[src/rtl/outbox_fifo.sv]
`default_nettype none
// ============================================================================
// Module      : outbox_fifo
// Description : First-word-fall-through output FIFO between the CPU and the
//               display/UART sink. Define OUTBOX_OVF_EN to build in the sticky
//               overflow flag; otherwise ovf is tied low.
// Revision    : 1.0 - initial release
// ============================================================================
module outbox_fifo #(
  parameter int WIDTH = 8,
  parameter int DEPTH = 16
) (
  input  logic                     clk,
  input  logic                     i_rst,
  input  logic                     wr,
  input  logic [WIDTH-1:0]         din,
  output logic                     full,
  input  logic                     clr,
  output logic [WIDTH-1:0]         o_data,
  output logic                     o_valid,
  input  logic                     i_ready,
  output logic [$clog2(DEPTH):0]   count,
  output logic                     ovf
);

  localparam int                   c_AW       = $clog2(DEPTH);
  localparam logic [c_AW:0]        c_FULL_CNT = (c_AW+1)'(DEPTH);
  localparam logic [c_AW:0]        c_CNT_ONE  = (c_AW+1)'(1);
  localparam logic [c_AW-1:0]      c_PTR_ONE  = c_AW'(1);

  logic [WIDTH-1:0] r_mem [DEPTH];
  logic [c_AW-1:0]  r_wr_ptr;
  logic [c_AW-1:0]  r_rd_ptr;
  logic [c_AW:0]    r_count;
  logic             w_wr_ok;
  logic             w_rd_ok;

  assign full    = (r_count == c_FULL_CNT);
  assign o_valid = (r_count != '0);
  assign o_data  = o_valid ? r_mem[r_rd_ptr] : '0;
  assign count   = r_count;

  // A write while full is dropped even if a read frees a slot on the same edge.
  assign w_wr_ok = wr & ~full;
  assign w_rd_ok = o_valid & i_ready;

  always_ff @(posedge clk or posedge i_rst) begin
    if (i_rst) begin
      r_wr_ptr <= '0;
      r_rd_ptr <= '0;
      r_count  <= '0;
    end else if (clr) begin
      r_wr_ptr <= '0;
      r_rd_ptr <= '0;
      r_count  <= '0;
    end else begin
      if (w_wr_ok) r_wr_ptr <= r_wr_ptr + c_PTR_ONE;
      if (w_rd_ok) r_rd_ptr <= r_rd_ptr + c_PTR_ONE;
      case ({w_wr_ok, w_rd_ok})
        2'b10:   r_count <= r_count + c_CNT_ONE;
        2'b01:   r_count <= r_count - c_CNT_ONE;
        default: r_count <= r_count;
      endcase
    end
  end

  // Storage is deliberately unreset; a write coinciding with reset is suppressed.
  always_ff @(posedge clk) begin
    if (!i_rst && !clr && w_wr_ok) begin
      r_mem[r_wr_ptr] <= din;
    end
  end

`ifdef OUTBOX_OVF_EN
  logic r_ovf;

  always_ff @(posedge clk or posedge i_rst) begin
    if (i_rst) begin
      r_ovf <= 1'b0;
    end else if (clr) begin
      r_ovf <= 1'b0;
    end else if (wr && full) begin
      r_ovf <= 1'b1;
    end
  end

  assign ovf = r_ovf;
`else
  assign ovf = 1'b0;
`endif

endmodule
`default_nettype wire

[config.mk]
export PLATFORM = sky130hd
export DESIGN_NAME = outbox_fifo
export DESIGN_NICKNAME = d
export VERILOG_FILES = /design/src/rtl/outbox_fifo.sv
export SDC_FILE = /design/constraint.sdc
export NUM_CORES = 1
export LEC_CHECK = 0
export CAP_MARGIN = 20
export CORE_MARGIN = 10
export CORE_UTILIZATION = 40
export CTS_CLUSTER_DIAMETER = 150
export CTS_CLUSTER_SIZE = 28
export DETAILED_ROUTE_END_ITERATION = 10
export MAX_ROUTING_LAYER = met4
export PLACE_DENSITY = 0.61
export SETUP_SLACK_MARGIN = 0.05
export SYNTH_ARGS = -nofsm -noshare
export SYNTH_HDL_FRONTEND = slang
export SYNTH_SLANG_ARGS = --single-unit
[constraint.sdc]
create_clock -name clk -period 2.53 [get_ports clk]
set_clock_uncertainty 0.05 [all_clocks]
set_input_delay 0.6325 -clock clk [delete_from_list [all_inputs] [get_ports clk]]
set_output_delay 0.6325 -clock clk [all_outputs]
set_load 0.005 [all_outputs]
==> flow_summary.yaml, run 1 <==
clock_network:
  clkSinkCount: 141
  clk_latency_ns: 0.41
  clkTransAtPathRegs_ns: 0.06
  root_buffer: "clkbuf_16"
  cts_hold_buf: 0
  clockBufferDepth: 2
  cts_tree: "yes"
  htree_num_levels: 4
  cts_buffers: 17
drt:
  first_pass_iters: 4
  routed_wl_um: 12200
  viasPerCell: 5.15
  drc_errors: 0
  vias: 3061
  wire_per_inst_um: 20.5
  drt_iter0_drc: 163
  drtAntennaViolNets: 0
synthesis:
  synth-async-reset-ratio: 0.0922
  syn_area_per_cell_um2: 18.6
  yosysWarnings: 0
  ys_ff_latch: 141
  synth_top_family_by_area: "multiplexers"
  synthAdderAreaFrac: 0.0151
  syn_area_um2: 5800
  yosys.area_share.simple: 0.0485
  synthFlopType: "edfxtp_1"
  synth_compound_area_frac: 0.0235
  synth_xor_area_frac: 0.0151
  ys_seq_area_frac: 0.719
  yosysUniqueCellTypes: 37
  synth_edf_count: 128
  synth_fp_nets: 332
  synthCells: 312
  synth.area.mux_share: 0.159
worst_setup_path:
  critPathMaxFanout: 7
  reg2reg_from: "count[2]"
  critPathBufInv: 3
  worstPathArrival_ns: 2.08
  r2r_end: "count[4]"
  crit_slowest_cell: "mux4_2"
  path_class: "reg2out"
  crit_chain: "buf_6 -> buf_12 -> mux4_2 -> mux2i_2 -> o22ai_2 -> buf_2"
  crit_family: "multiplexers"
  reg2reg_depth: 12
  cp_data_required_time_ns: 1.85
  start_kind: "flip-flop"
  cp_slowest_stage_delay_ns: 0.51
  worstSetupEndpointType: "output pin"
  critPathLaunch: "r_rd_ptr[0]"
  ff2ff_setup_slack_ns: -0.11
  critPathCapture: "o_data[0]"
  cp.depth: 6
global_route:
  grt_max_degree: 21
  grt_pass1_vias: 3374
  grt_usage: 0.136
  grt_pass1_wl_um: 19600
  antenna_found_initial: 0
  grt-ovfl-total: 0
sta:
  hold_viol_final: 0
  max_freq_mhz: 361
  worst_slew_pin_slew_ns: 0.606
  min_period_ns: 2.77
  maxSlewViolCount: 0
  worst_slack_ns: -0.236
  finalSetupViolCount: 9
  timing.slew.headroom: 0.595
  post-route-period-util: 1.09
  rsz0062_at_grt: "true"
hold_path:
  hold_class: "in2async"
status:
  status: "finished, violations left"
  violations: "setup timing"
placement:
  hpwl_um: 7710
  gp_congestion: 0.754
  portBuffers: 27
  dpl.cell_count: 548
die:
  die_y_um: 140
  dieArea_um2: 19700
  core_um2: 14000
  io_pins: 29
  chipWidth_um: 140
  start_util: 0.413
  row_count: 43
power:
  ir_drop_uv: 726
  p_per_area_nw_per_um2: 945
  p_leak_nw: 2.56
final_layout:
  nNetsFinal: 422
  layout.cells.non_filler: 594
  layout_commonest_cell: "edfxtp_1"
  post-route-util: 0.532
  antenna_cells: 0
  final_cell_mix: "edfxtp_1, buf_4, mux4_2"
  fill_cells: 1117
  drive_above_1_share: 0.382
  area_delta_synth_final_pct: 28.7
job:
  drv_cap: 0
==> worst register-to-register path, cell delays in order, from the launching register on <==
cell     delay (ns)
dfrtp_2        0.42
nor4_4         0.29
buf_4          0.16
buf_6          0.09
buf_6          0.09
mux2i_4        0.25
xnor2_2        0.09
ha_2           0.17
or3_4          0.32
a21oi_2        0.11
mux2i_1        0.08
or3_1          0.32
a21oi_2        0.12
==> power breakdown <==
part	total [mW]	internal, mW	switching, mW
Combinational	2.06	1.19	0.873
Clock	2.33	1.43	0.904
Sequential	2.66	2.60	0.0571
Total	7.05	5.22	1.83
==> cell usage after synthesis (2+ instances only) <==
| master | instances | area share |
|---|---|---|
| a21oi_1 | 5 | 0.0043 |
| buf_2 | 5 | 0.0043 |
| buf_4 | 3 | 0.0039 |
| clkbuf_1 | 7 | 0.0045 |
| dfrtp_1 | 13 | 0.056 |
| edfxtp_1 | 128 | 0.66 |
| ha_1 | 7 | 0.015 |
| inv_1 | 6 | 0.0039 |
| mux2i_1 | 19 | 0.033 |
| mux4_2 | 32 | 0.12 |
| nand2_1 | 12 | 0.0078 |
| nand2b_1 | 5 | 0.0054 |
| nand3_1 | 3 | 0.0026 |
| nor2_1 | 25 | 0.016 |
| nor3_1 | 4 | 0.0035 |
| o21ai_0 | 2 | 0.0017 |
| o22ai_1 | 8 | 0.0086 |
| xnor2_1 | 3 | 0.0045 |
| xor2_1 | 7 | 0.011 |
==> per-layer routing <==
layer / share of wire / up-vias / GRT usage
li1: - / 1418 / -
met1: 0.45 / 1553 / 0.168
met2: 0.49 / 78 / 0.205
met5: 0 / - / -
met4: 0.0099 / 0 / 0.0451
met3: 0.056 / 12 / 0.0460
==> per-stage QoR <==
stage / setup WS (ns) / power (mW) / hold WS, ns / instance area (µm²) / TNS (ns)
floorplan: -0.0512 / 3.64 / 0.459 / 5810 / -0.0512
global placement: -0.214 / 4.41 / 0.525 / 6650 / -10.14
detailed placement: -0.255 / 4.44 / 0.536 / 6650 / -13.03
CTS: -0.283 / 7.07 / 0.545 / 7420 / -2.15
global route: -0.332 / 7.38 / 0.576 / 7460 / -2.66
finish: -0.236 / 7.05 / 0.536 / 7460 / -1.81
==> worst min-delay path by stage <==
| stage | startpoint | end | slack (ns) |
|---|---|---|---|
| 2_1_floorplan | i_rst | count[0] | 0.46 |
| 3_3_place_gp | r_rd_ptr[2] | r_rd_ptr[2] | 0.53 |
| 3_5_place_dp | r_rd_ptr[2] | r_rd_ptr[2] | 0.54 |
| 4_1_cts | i_rst | r_wr_ptr[1] | 0.54 |
| 5_1_grt | i_rst | r_wr_ptr[2] | 0.58 |
| 6_report | i_rst | r_wr_ptr[1] | 0.54 |
==> cells by family (layout without fill, tap and decap cells) <==
group	count (synthesis)	count (layout)
flip-flops	141	141
AND/OR/NAND/NOR	58	58
multiplexers	52	52
buffers and inverters	23	125
AO/OA/AOI/OAI	20	20
XOR/XNOR	10	10
adder cells (fa/ha/maj)	7	7
other	1	1
==> flip-flops by register name, indices dropped and copies added (netlist names) <==
register and flops:
count 5, r_mem 128, r_rd_ptr 4, r_wr_ptr 4
==> cell type report <==
cell class              count  area [µm²]  area share
clock buffers              18         429      0.0575
clock inverters            13         124      0.0166
inverters                   6        22.5     0.00302
multi-input cells         148        1630       0.219
flip-flops and latches    141        4170       0.559
well taps                 180         225      0.0302
repair buffers             88         860       0.115
==> what timing repair did <==
item | 4_1_cts | 5_1_grt
setup buffers | 12 | 1
cloned | 3 | 0
pin swaps | 10 | 10
endpoints found under the setup margin | 11 | 13
resized for setup | 61 | 10
Power figures use the tool's default switching activity.
==> inputs of run 2 (changes only) <==
- CORE_UTILIZATION: 40 -> 54
- HOLD_SLACK_MARGIN: not set -> 0.15
- PLACE_DENSITY: 0.61 -> 0.78
==> flow_summary.yaml, run 2 (same netlist as run 1, synthesis figures left out) <==
drt:
  vias: 3359
  wire_per_inst_um: 26.1
  drtAntennaViolNets: 0
  viasPerCell: 6.13
  first_pass_iters: 5
  drt_iter0_drc: 316
  drc_errors: 0
  routed_wl_um: 14300
power:
  pwr-share-seq: 0.365
  p_comb_frac: 0.278
  power.switching_mw: 1.91
  internal_power_mw: 5.39
  ir_drop_uv: 478
  p_leak_nw: 2.57
  p_clk_frac: 0.356
  p_sw_frac: 0.261
  p_per_area_nw_per_um2: 982
worst_setup_path:
  ff2ff_setup_slack_ns: -0.25
  reg2reg_depth: 11
  path_class: "reg2out"
  cp_data_required_time_ns: 1.85
  start_kind: "flip-flop"
  worstPathArrival_ns: 2.35
  worstSetupEndpointType: "output pin"
  critPathMaxFanout: 6
sta:
  finalSetupViolCount: 11
  post-route-period-util: 1.20
  max_freq_mhz: 330
  min_period_ns: 3.03
  maxSlewViolCount: 0
  hold_viol_final: 0
  timing.slew.headroom: 0.533
  worst_slew_pin_slew_ns: 0.699
  worst_slack_ns: -0.501
  rsz0062_at_grt: "true"
clock_network:
  cts_tree: "yes"
  clkTransAtPathRegs_ns: 0.06
  root_buffer: "clkbuf_8"
  htree_num_levels: 4
  clk_latency_ns: 0.52
  cts_buffers: 17
  clkSinkCount: 141
  clockBufferDepth: 2
  cts_hold_buf: 0
die:
  die_y_um: 124
  dieArea_um2: 15300
  chipWidth_um: 124
  core_um2: 10400
  io_pins: 29
  start_util: 0.557
  row_count: 37
final_layout:
  final_cell_mix: "edfxtp_1, buf_4, mux4_2"
  largest_reg_flops: 128
  antenna_cells: 0
  nNetsFinal: 420
  finish.instance_area_um2: 7430
  layout_commonest_cell: "edfxtp_1"
  drive_above_1_share: 0.386
  area_delta_synth_final_pct: 28.1
  largest_register: "r_mem"
placement:
  portBuffers: 27
  gp_congestion: 0.800
  dp_slack_ns: -0.379
  hpwl_um: 7550
  placed_area_um2: 6530
global_route:
  grt_use_met2: 0.301
  grt_pass1_wl_um: 20300
  met1_usage: 0.232
  grt_max_degree: 22
  busiest_layer: "met2"
  antenna_found_initial: 0
  grt-ovfl-total: 0
  grtUsageMet3: 0.0561
  grt_usage: 0.192
  grt_pass1_vias: 3319
status:
  status: "finished, violations left"
  violations: "setup timing"
job:
  drv_cap: 0
hold_path:
  hold_class: "in2async"
## run 2: cell count changes in the layout (fill, tap and decap cells not counted), sizes merged
cell and change:
bufinv +3, buf -2, clkinv -3, clkbuf -1, inv -1, dlygate4sd2 +1, clkinvlp +1
## run 2: per-layer routing
layer	part of all wire	wire length, µm
met4	0.020	284
met2	0.52	7440
met1	0.37	5330
met3	0.087	1240
met5	0	0
## run 2: worst paths after layout
check,end,from
worst max-delay path,o_data[5],r_rd_ptr[0]
worst min-delay path,r_rd_ptr[3],i_rst
worst min register to register,r_rd_ptr[2],r_rd_ptr[2]
worst max register to register,count[4],count[2]
min in group clk,r_rd_ptr[2],r_rd_ptr[2]
max in group asynchronous,count[2],i_rst
## run 2: area by class of cell
cell class	instances	area (µm²)
clock buffers	18	418
clock inverters	13	196
repair buffers	86	805
well taps	136	170
multi-input cells	148	1650
fillers	597	2980
inverters	6	22.5
flip-flops and latches	141	4170
## run 2: power by group through the flow
stage | Sequential [mW] | Combinational [mW] | Clock, mW
2_1_floorplan | 2.72 | 0.925 | 0
3_3_place_gp | 2.70 | 1.59 | 0
3_5_place_dp | 2.71 | 1.63 | 0
4_1_cts | 2.66 | 1.84 | 2.59
5_1_grt | 2.67 | 2.16 | 2.69
6_report | 2.67 | 2.03 | 2.60
## run 2: metrics by stage
| stage | power [mW] | hold slack (ns) | utilization | TNS [ns] | cells |
|---|---|---|---|---|---|
| 2_1_floorplan | 3.64 | 0.459 | - | -0.0512 | 312 |
| 3_3_place_gp | 4.29 | 0.518 | 0.627 | -33.89 | 500 |
| 3_5_place_dp | 4.33 | 0.529 | 0.627 | -39.81 | 500 |
| 4_1_cts | 7.09 | 0.442 | 0.703 | -3.18 | 546 |
| 5_1_grt | 7.52 | 0.494 | 0.714 | -4.31 | 548 |
| 6_report | 7.30 | 0.453 | 0.714 | -3.65 | 548 |
## run 2: worst max-delay path, stage by stage, from the launching register on
cell     delay (ns)
dfrtp_2        0.46
buf_6          0.16
buf_16         0.14
mux4_2         0.54
mux2i_1        0.23
o22ai_2        0.12
buf_2          0.16
## run 2: repair_timing
action                                  4_1_cts  5_1_grt
cloned                                        3        0
pin swaps                                    10        6
endpoints found under the setup margin       11       24
hold endpoints to repair                      0        0
buffers inserted                             13        4
resized for setup                            53       22
